<file path="src/rtl/ks_serial_adder.sv">
// ---------------------------------------------------------------------------
// ks_serial_adder
//   Multi-cycle wide adder. Two WIDTH-bit operands and a carry-in are captured
//   on a start pulse and then pushed through a single 4-bit Kogge-Stone slice,
//   one nibble per clock, LSB nibble first. The inter-nibble carry is held in
//   a register. When the last nibble is done, the full sum and the final
//   carry-out are registered and done pulses for one cycle.
//
//   Ports:
//     clk   in   system clock, rising edge
//     rst   in   synchronous active-high reset
//     start in   operation request (ignored while busy)
//     A, B  in   WIDTH-bit unsigned operands, latched with start
//     cin   in   carry-in, latched with start
//     busy  out  high while nibbles are being processed
//     done  out  one-cycle pulse, sum/cout valid
//     sum   out  registered result (partial while busy)
//     cout  out  registered final carry-out
//
//   Also contains kogge_stone_4bit, the combinational 4-bit prefix adder slice.
// ---------------------------------------------------------------------------

// 4-bit Kogge-Stone adder slice. Ports: A[4:1], B[4:1], cin -> sum[4:1], cout.
module kogge_stone_4bit (
  input  logic [4:1] A,
  input  logic [4:1] B,
  input  logic       cin,
  output logic [4:1] sum,
  output logic       cout
);
  logic [4:1] g0;
  logic [4:1] p0;
  logic [4:1] g1;
  logic       p1_2, p1_3, p1_4;
  logic       g2_2, g2_3, g2_4, p2_4;
  logic       g3_4;

  assign g0 = A & B;
  assign p0 = A ^ B;

  // cin acts as the generate of bit position 0, so it enters the prefix tree
  // like any other bit and every carry below includes it.
  assign g1[1] = g0[1] | (p0[1] & cin);
  assign g1[2] = g0[2] | (p0[2] & g0[1]);
  assign g1[3] = g0[3] | (p0[3] & g0[2]);
  assign g1[4] = g0[4] | (p0[4] & g0[3]);
  assign p1_2  = p0[2] & p0[1];
  assign p1_3  = p0[3] & p0[2];
  assign p1_4  = p0[4] & p0[3];

  assign g2_2 = g1[2] | (p1_2 & cin);
  assign g2_3 = g1[3] | (p1_3 & g1[1]);
  assign g2_4 = g1[4] | (p1_4 & g1[2]);
  assign p2_4 = p1_4 & p1_2;

  assign g3_4 = g2_4 | (p2_4 & cin);

  assign sum  = p0 ^ {g2_3, g2_2, g1[1], cin};
  assign cout = g3_4;
endmodule

module ks_serial_adder #(
  parameter  int NIBBLES = 4,
  localparam int WIDTH   = 4 * NIBBLES
) (
  input  logic             clk,
  input  logic             rst,
  input  logic             start,
  input  logic [WIDTH:1]   A,
  input  logic [WIDTH:1]   B,
  input  logic             cin,
  output logic             busy,
  output logic             done,
  output logic [WIDTH:1]   sum,
  output logic             cout
);
  localparam int IDX_W = (NIBBLES > 1) ? $clog2(NIBBLES) : 1;
  localparam logic [IDX_W-1:0] LAST_IDX = IDX_W'(NIBBLES - 1);

  typedef enum logic [1:0] {
    IDLE = 2'd0,
    RUN  = 2'd1,
    DONE = 2'd2
  } state_t;

  state_t           state_q, state_d;
  logic             busy_q, busy_d;
  logic             done_q, done_d;
  logic [WIDTH:1]   sum_q, sum_d;
  logic             cout_q, cout_d;
  logic [IDX_W-1:0] idx_q, idx_d;
  logic             carry_q, carry_d;
  logic [WIDTH:1]   a_q, a_d;
  logic [WIDTH:1]   b_q, b_d;

  logic [WIDTH:1]   a_sh;
  logic [WIDTH:1]   b_sh;
  logic [4:1]       slice_sum;
  logic             slice_cout;
  logic [WIDTH:1]   nib_ext;

  // Shifting by 4*k brings nibble k down to bits [4:1] of the shifted word.
  assign a_sh = a_q >> {idx_q, 2'b00};
  assign b_sh = b_q >> {idx_q, 2'b00};

  kogge_stone_4bit u_slice (
    .A    (a_sh[4:1]),
    .B    (b_sh[4:1]),
    .cin  (carry_q),
    .sum  (slice_sum),
    .cout (slice_cout)
  );

  always_comb begin
    state_d = state_q;
    busy_d  = busy_q;
    done_d  = 1'b0;
    sum_d   = sum_q;
    cout_d  = cout_q;
    idx_d   = idx_q;
    carry_d = carry_q;
    a_d     = a_q;
    b_d     = b_q;
    nib_ext = '0;
    nib_ext[4:1] = slice_sum;

    case (state_q)
      IDLE, DONE: begin
        busy_d  = 1'b0;
        state_d = IDLE;
        if (start) begin
          a_d     = A;
          b_d     = B;
          carry_d = cin;
          idx_d   = '0;
          sum_d   = '0;
          busy_d  = 1'b1;
          state_d = RUN;
        end
      end
      RUN: begin
        // sum was cleared at start, so OR-ing the nibble in is a plain write.
        sum_d   = sum_q | (nib_ext << {idx_q, 2'b00});
        carry_d = slice_cout;
        idx_d   = idx_q + IDX_W'(1);
        if (idx_q == LAST_IDX) begin
          cout_d  = slice_cout;
          done_d  = 1'b1;
          busy_d  = 1'b0;
          idx_d   = '0;
          state_d = DONE;
        end
      end
      default: begin
        busy_d  = 1'b0;
        state_d = IDLE;
      end
    endcase
  end

  always_ff @(posedge clk) begin
    if (rst) begin
      state_q <= IDLE;
      busy_q  <= 1'b0;
      done_q  <= 1'b0;
      sum_q   <= '0;
      cout_q  <= 1'b0;
      idx_q   <= '0;
      carry_q <= 1'b0;
      a_q     <= '0;
      b_q     <= '0;
    end else begin
      state_q <= state_d;
      busy_q  <= busy_d;
      done_q  <= done_d;
      sum_q   <= sum_d;
      cout_q  <= cout_d;
      idx_q   <= idx_d;
      carry_q <= carry_d;
      a_q     <= a_d;
      b_q     <= b_d;
    end
  end

  assign busy = busy_q;
  assign done = done_q;
  assign sum  = sum_q;
  assign cout = cout_q;
endmodule

</file>
<file path="config.mk">
export PLATFORM = sky130hd
export DESIGN_NAME = ks_serial_adder
export DESIGN_NICKNAME = d
export VERILOG_FILES = /design/src/rtl/ks_serial_adder.sv
export SDC_FILE = /design/constraint.sdc
export NUM_CORES = 1
export LEC_CHECK = 0
export CORE_ASPECT_RATIO = 1.5
export CORE_UTILIZATION = 46
export CTS_BUF_LIST = sky130_fd_sc_hd__clkbuf_8
export DETAILED_ROUTE_END_ITERATION = 8
export PLACE_DENSITY = 0.76
export SLEW_MARGIN = 20
export SYNTH_ARGS = -nofsm -noshare
export SYNTH_HDL_FRONTEND = slang
export SYNTH_SLANG_ARGS = --single-unit
</file>
<file path="constraint.sdc">
create_clock -name clk -period 2.44 [get_ports clk]
set_clock_uncertainty 0.15 [all_clocks]
set_input_delay 0.366 -clock clk [delete_from_list [all_inputs] [get_ports clk]]
set_output_delay 0.366 -clock clk [all_outputs]
set_load 0.01 [all_outputs]
</file>
==> impl_metrics.tcl <==
set metrics [dict create \
    totalWireLength_microns 4920 \
    hp-class "flip-flop to flip-flop" \
    dp_hpwl_microns 3680 \
    power_frac_clock_pct 28.8 \
    grt_pass1_wl_microns 8050 \
    yosysSeqAreaShare_pct 48.3 \
    clock_path_buffers 2 \
    grt-ovfl-total 0 \
    die_x_microns 60.0 \
    fmax_mhz 424 \
    synth_area_per_cell_sq_um 8.96 \
    port-buffer-count 54 \
    syn_to_final_growth_pct 30.4 \
    drt_iter0_markers 65 \
    clk_pin_slew_ns 0.09 \
    worst_pin_slew_ns 0.659 \
    die_height_microns 89.0 \
    nFillCells 427 \
    synth_area_sq_um 2320 \
    drv_slew 0 \
    swShare_pct 25.5 \
    fin_crit_sh_pct 96.8 \
    seq_power_share_pct 55.3 \
    via_count 1954 \
    cts_root_buf "clkbuf_8" \
    peakVddDrop_v 0.000385 \
    design_area_sq_um 3030 \
    firstDrtPassIters 4 \
    arrival_ns 2.47 \
    yosysWarnings 0 \
    placement.cell_area_sq_um 2910 \
    max-cap-violations 0 \
    grt_pass1_vias 1862 \
    power_frac_comb_pct 15.9 \
    n_antenna_cell 0 \
    gp_routability_congestion 0.883 \
    ys_ff_latch 56 \
    internal_power_w 0.00132 \
    grtUsageTotal_pct 20.3 \
    cts_tree "done" \
    synth.distinct_cells 29 \
    cts_buffers 5 \
    wl_per_cell_microns 13.1 \
    slew_headroom_pct 55.9 \
    drtAntennaViolNets 0 \
    p_leak_nw 1.14 \
    initial_core_util_pct 47.8 \
    cp_max_fo 10 \
    syn-num-nets 301 \
    worst-setup-path-type "flip-flop to flip-flop" \
    finalSetupViolCount 0 \
    antenna_found_initial 0 \
    coreArea_sq_um 4850 \
    fin_crit_ns 2.36 \
    numClockSinks 56 \
    cts_max_level 2 \
    cp.required_ns 2.55 \
    vias_per_cell 5.20 \
    p_sw_w 0.000454 \
    ctsHoldBuffers 0 \
    clk_latency_ns 0.31 \
    row_count 31 \
    worstSetupEndpointType "flip-flop" \
    drc 0 \
    grt_start_max_net_pins 43 \
    post-route-util_pct 62.4 \
    drive_gt1_share_pct 9.35 \
    status "finished clean" \
    dieArea_sq_um 5340 \
    ios 55 \
    hold_viol 0 \
    synthCells 259 \
    start_kind "flip-flop" \
    power_density_nw_per_um2 588 \
    nets 351 \
]
==> metrics by stage <==
| step | hold WS (ns) | setup WS (ns) | TNS, ns | total power, W | instances |
|---|---|---|---|---|---|
| floorplan | 0.283 | 0.116 | 0 | 0.00117 | 259 |
| global placement | 0.293 | 0.129 | 0 | 0.00127 | 368 |
| detailed placement | 0.299 | 0.0269 | 0 | 0.00128 | 368 |
| CTS | 0.312 | 0.0143 | 0 | 0.00178 | 376 |
| global route | 0.333 | -0.0289 | -0.0947 | 0.00186 | 376 |
| finish | 0.309 | 0.0787 | 0 | 0.00178 | 376 |
==> flip-flops by register name, indices dropped and copies added, names as in the netlist <==
signal   count
state_q      2
a_q         16
done         1
busy         1
idx_q        2
carry_q      1
cout         1
b_q         16
sum         16
==> worst paths after layout <==
kind	slack, ns	to	cells past startpoint	from
worst max register to register	0.08	sum[4]	7	idx_q[0]
worst max-delay path	0.08	sum[4]	7	idx_q[0]
worst min register to register	0.31	a_q[3]	2	a_q[3]
worst min-delay path	0.31	a_q[3]	2	a_q[3]
==> power by group through the flow <==
stage | combinational [W] | sequential, W | clock [W]
after floorplan | 0.000175 | 0.000996 | 0
after global placement | 0.000271 | 0.00100 | 0
after detailed placement | 0.000277 | 0.00101 | 0
after CTS | 0.000278 | 0.000984 | 0.000517
after global routing | 0.000313 | 0.000989 | 0.000560
final | 0.000283 | 0.000984 | 0.000512
==> logic make-up (layout without fill, tap and decap cells) <==
| logic type | Yosys count | in the layout | synth area share, % |
|---|---|---|---|
| AND/OR/NAND/NOR | 103 | 103 | 18.4 |
| AO/OA/AOI/OAI | 60 | 60 | 15.5 |
| flip-flops | 56 | 56 | 48.3 |
| buffers and inverters | 22 | 73 | 4.91 |
| multiplexers | 9 | 9 | 8.20 |
| adder cells (fa/ha/maj) | 6 | 6 | 3.56 |
| XOR/XNOR | 3 | 3 | 1.13 |
==> cell usage in the layout, fill, tap and decap left out <==
| cell | n |
|---|---|
| o21ai_0 | 1 |
| a21oi_1 | 38 |
| nor2b_2 | 1 |
| nor3_1 | 4 |
| clkdlybuf4s50_1 | 54 |
| a211oi_2 | 1 |
| ha_1 | 5 |
| nand3_1 | 3 |
| xnor2_1 | 1 |
| buf_12 | 1 |
| nand3b_1 | 2 |
| nand2_1 | 66 |
| fa_1 | 1 |
| o31ai_1 | 1 |
| a21o_1 | 1 |
| dfxtp_2 | 1 |
| clkinv_2 | 2 |
| inv_1 | 5 |
| a22o_1 | 11 |
| xor2_1 | 1 |
| clkbuf_8 | 6 |
| and2b_1 | 1 |
| a21oi_2 | 2 |
| dfxtp_1 | 55 |
| nor2_1 | 19 |
| mux4_2 | 8 |
| o21bai_2 | 1 |
| mux2i_1 | 1 |
| nand2b_1 | 6 |
| nor2b_1 | 1 |
| a31oi_1 | 3 |
| xor2_2 | 1 |
| buf_4 | 5 |
| a311oi_1 | 1 |
==> synthesized netlist by cell type, drive strengths merged <==
library cell / instances / area [sq um]
a211oi: 1 / 7.51
a21o: 1 / 7.51
a21oi: 40 / 200
a22o: 11 / 96.3
a311oi: 1 / 8.76
a31oi: 3 / 18.8
and2b: 1 / 7.51
buf: 12 / 76.3
clkbuf: 5 / 18.8
dfxtp: 56 / 1120
fa: 1 / 20.0
ha: 5 / 62.6
inv: 5 / 18.8
mux2i: 1 / 10.0
mux4: 8 / 180
nand2: 66 / 248
nand2b: 6 / 37.5
nand3: 3 / 15.0
nand3b: 2 / 15.0
nor2: 19 / 71.3
nor2b: 2 / 12.5
nor3: 4 / 20.0
o21ai: 1 / 5.00
o21bai: 1 / 7.51
o31ai: 1 / 7.51
xnor2: 1 / 8.76
xor2: 2 / 17.5
==> layout make-up <==
cell class | instances | area [sq um] | area share (%)
Clock buffer | 6 | 82.6 | 2.73
Sequential cell | 56 | 1120 | 37.1
Timing Repair Buffer | 60 | 598 | 19.8
Multi-Input combinational cell | 181 | 1110 | 36.7
Clock inverter | 2 | 10.0 | 0.331
Tap cell | 66 | 82.6 | 2.73
Inverter | 5 | 18.8 | 0.620
==> what timing repair did <==
item | in CTS | in global routing
resized for setup | 0 | 6
endpoints found under the setup margin | 0 | 10
buffers inserted | 0 | 0
hold endpoints to repair | 0 | 0
==> worst max-delay path, cell delays in order (launching register included) <==
cell,delay (ns)
dfxtp_1,0.38
buf_12,0.15
mux4_2,0.51
ha_1,0.38
nor2_1,0.22
a21oi_2,0.06
xor2_1,0.29
a22o_1,0.18
==> layer usage <==
metal	global-route usage, %	part of all wire (%)	wire, microns	vias up
met2	34.8	54	2640	56
met4	13.3	4.0	197	0
met5	0	0	0	-
li1	-	-	-	976
met1	21.8	39	1900	907
met3	4.92	3.8	185	15
(Power assumes the default switching activity.)
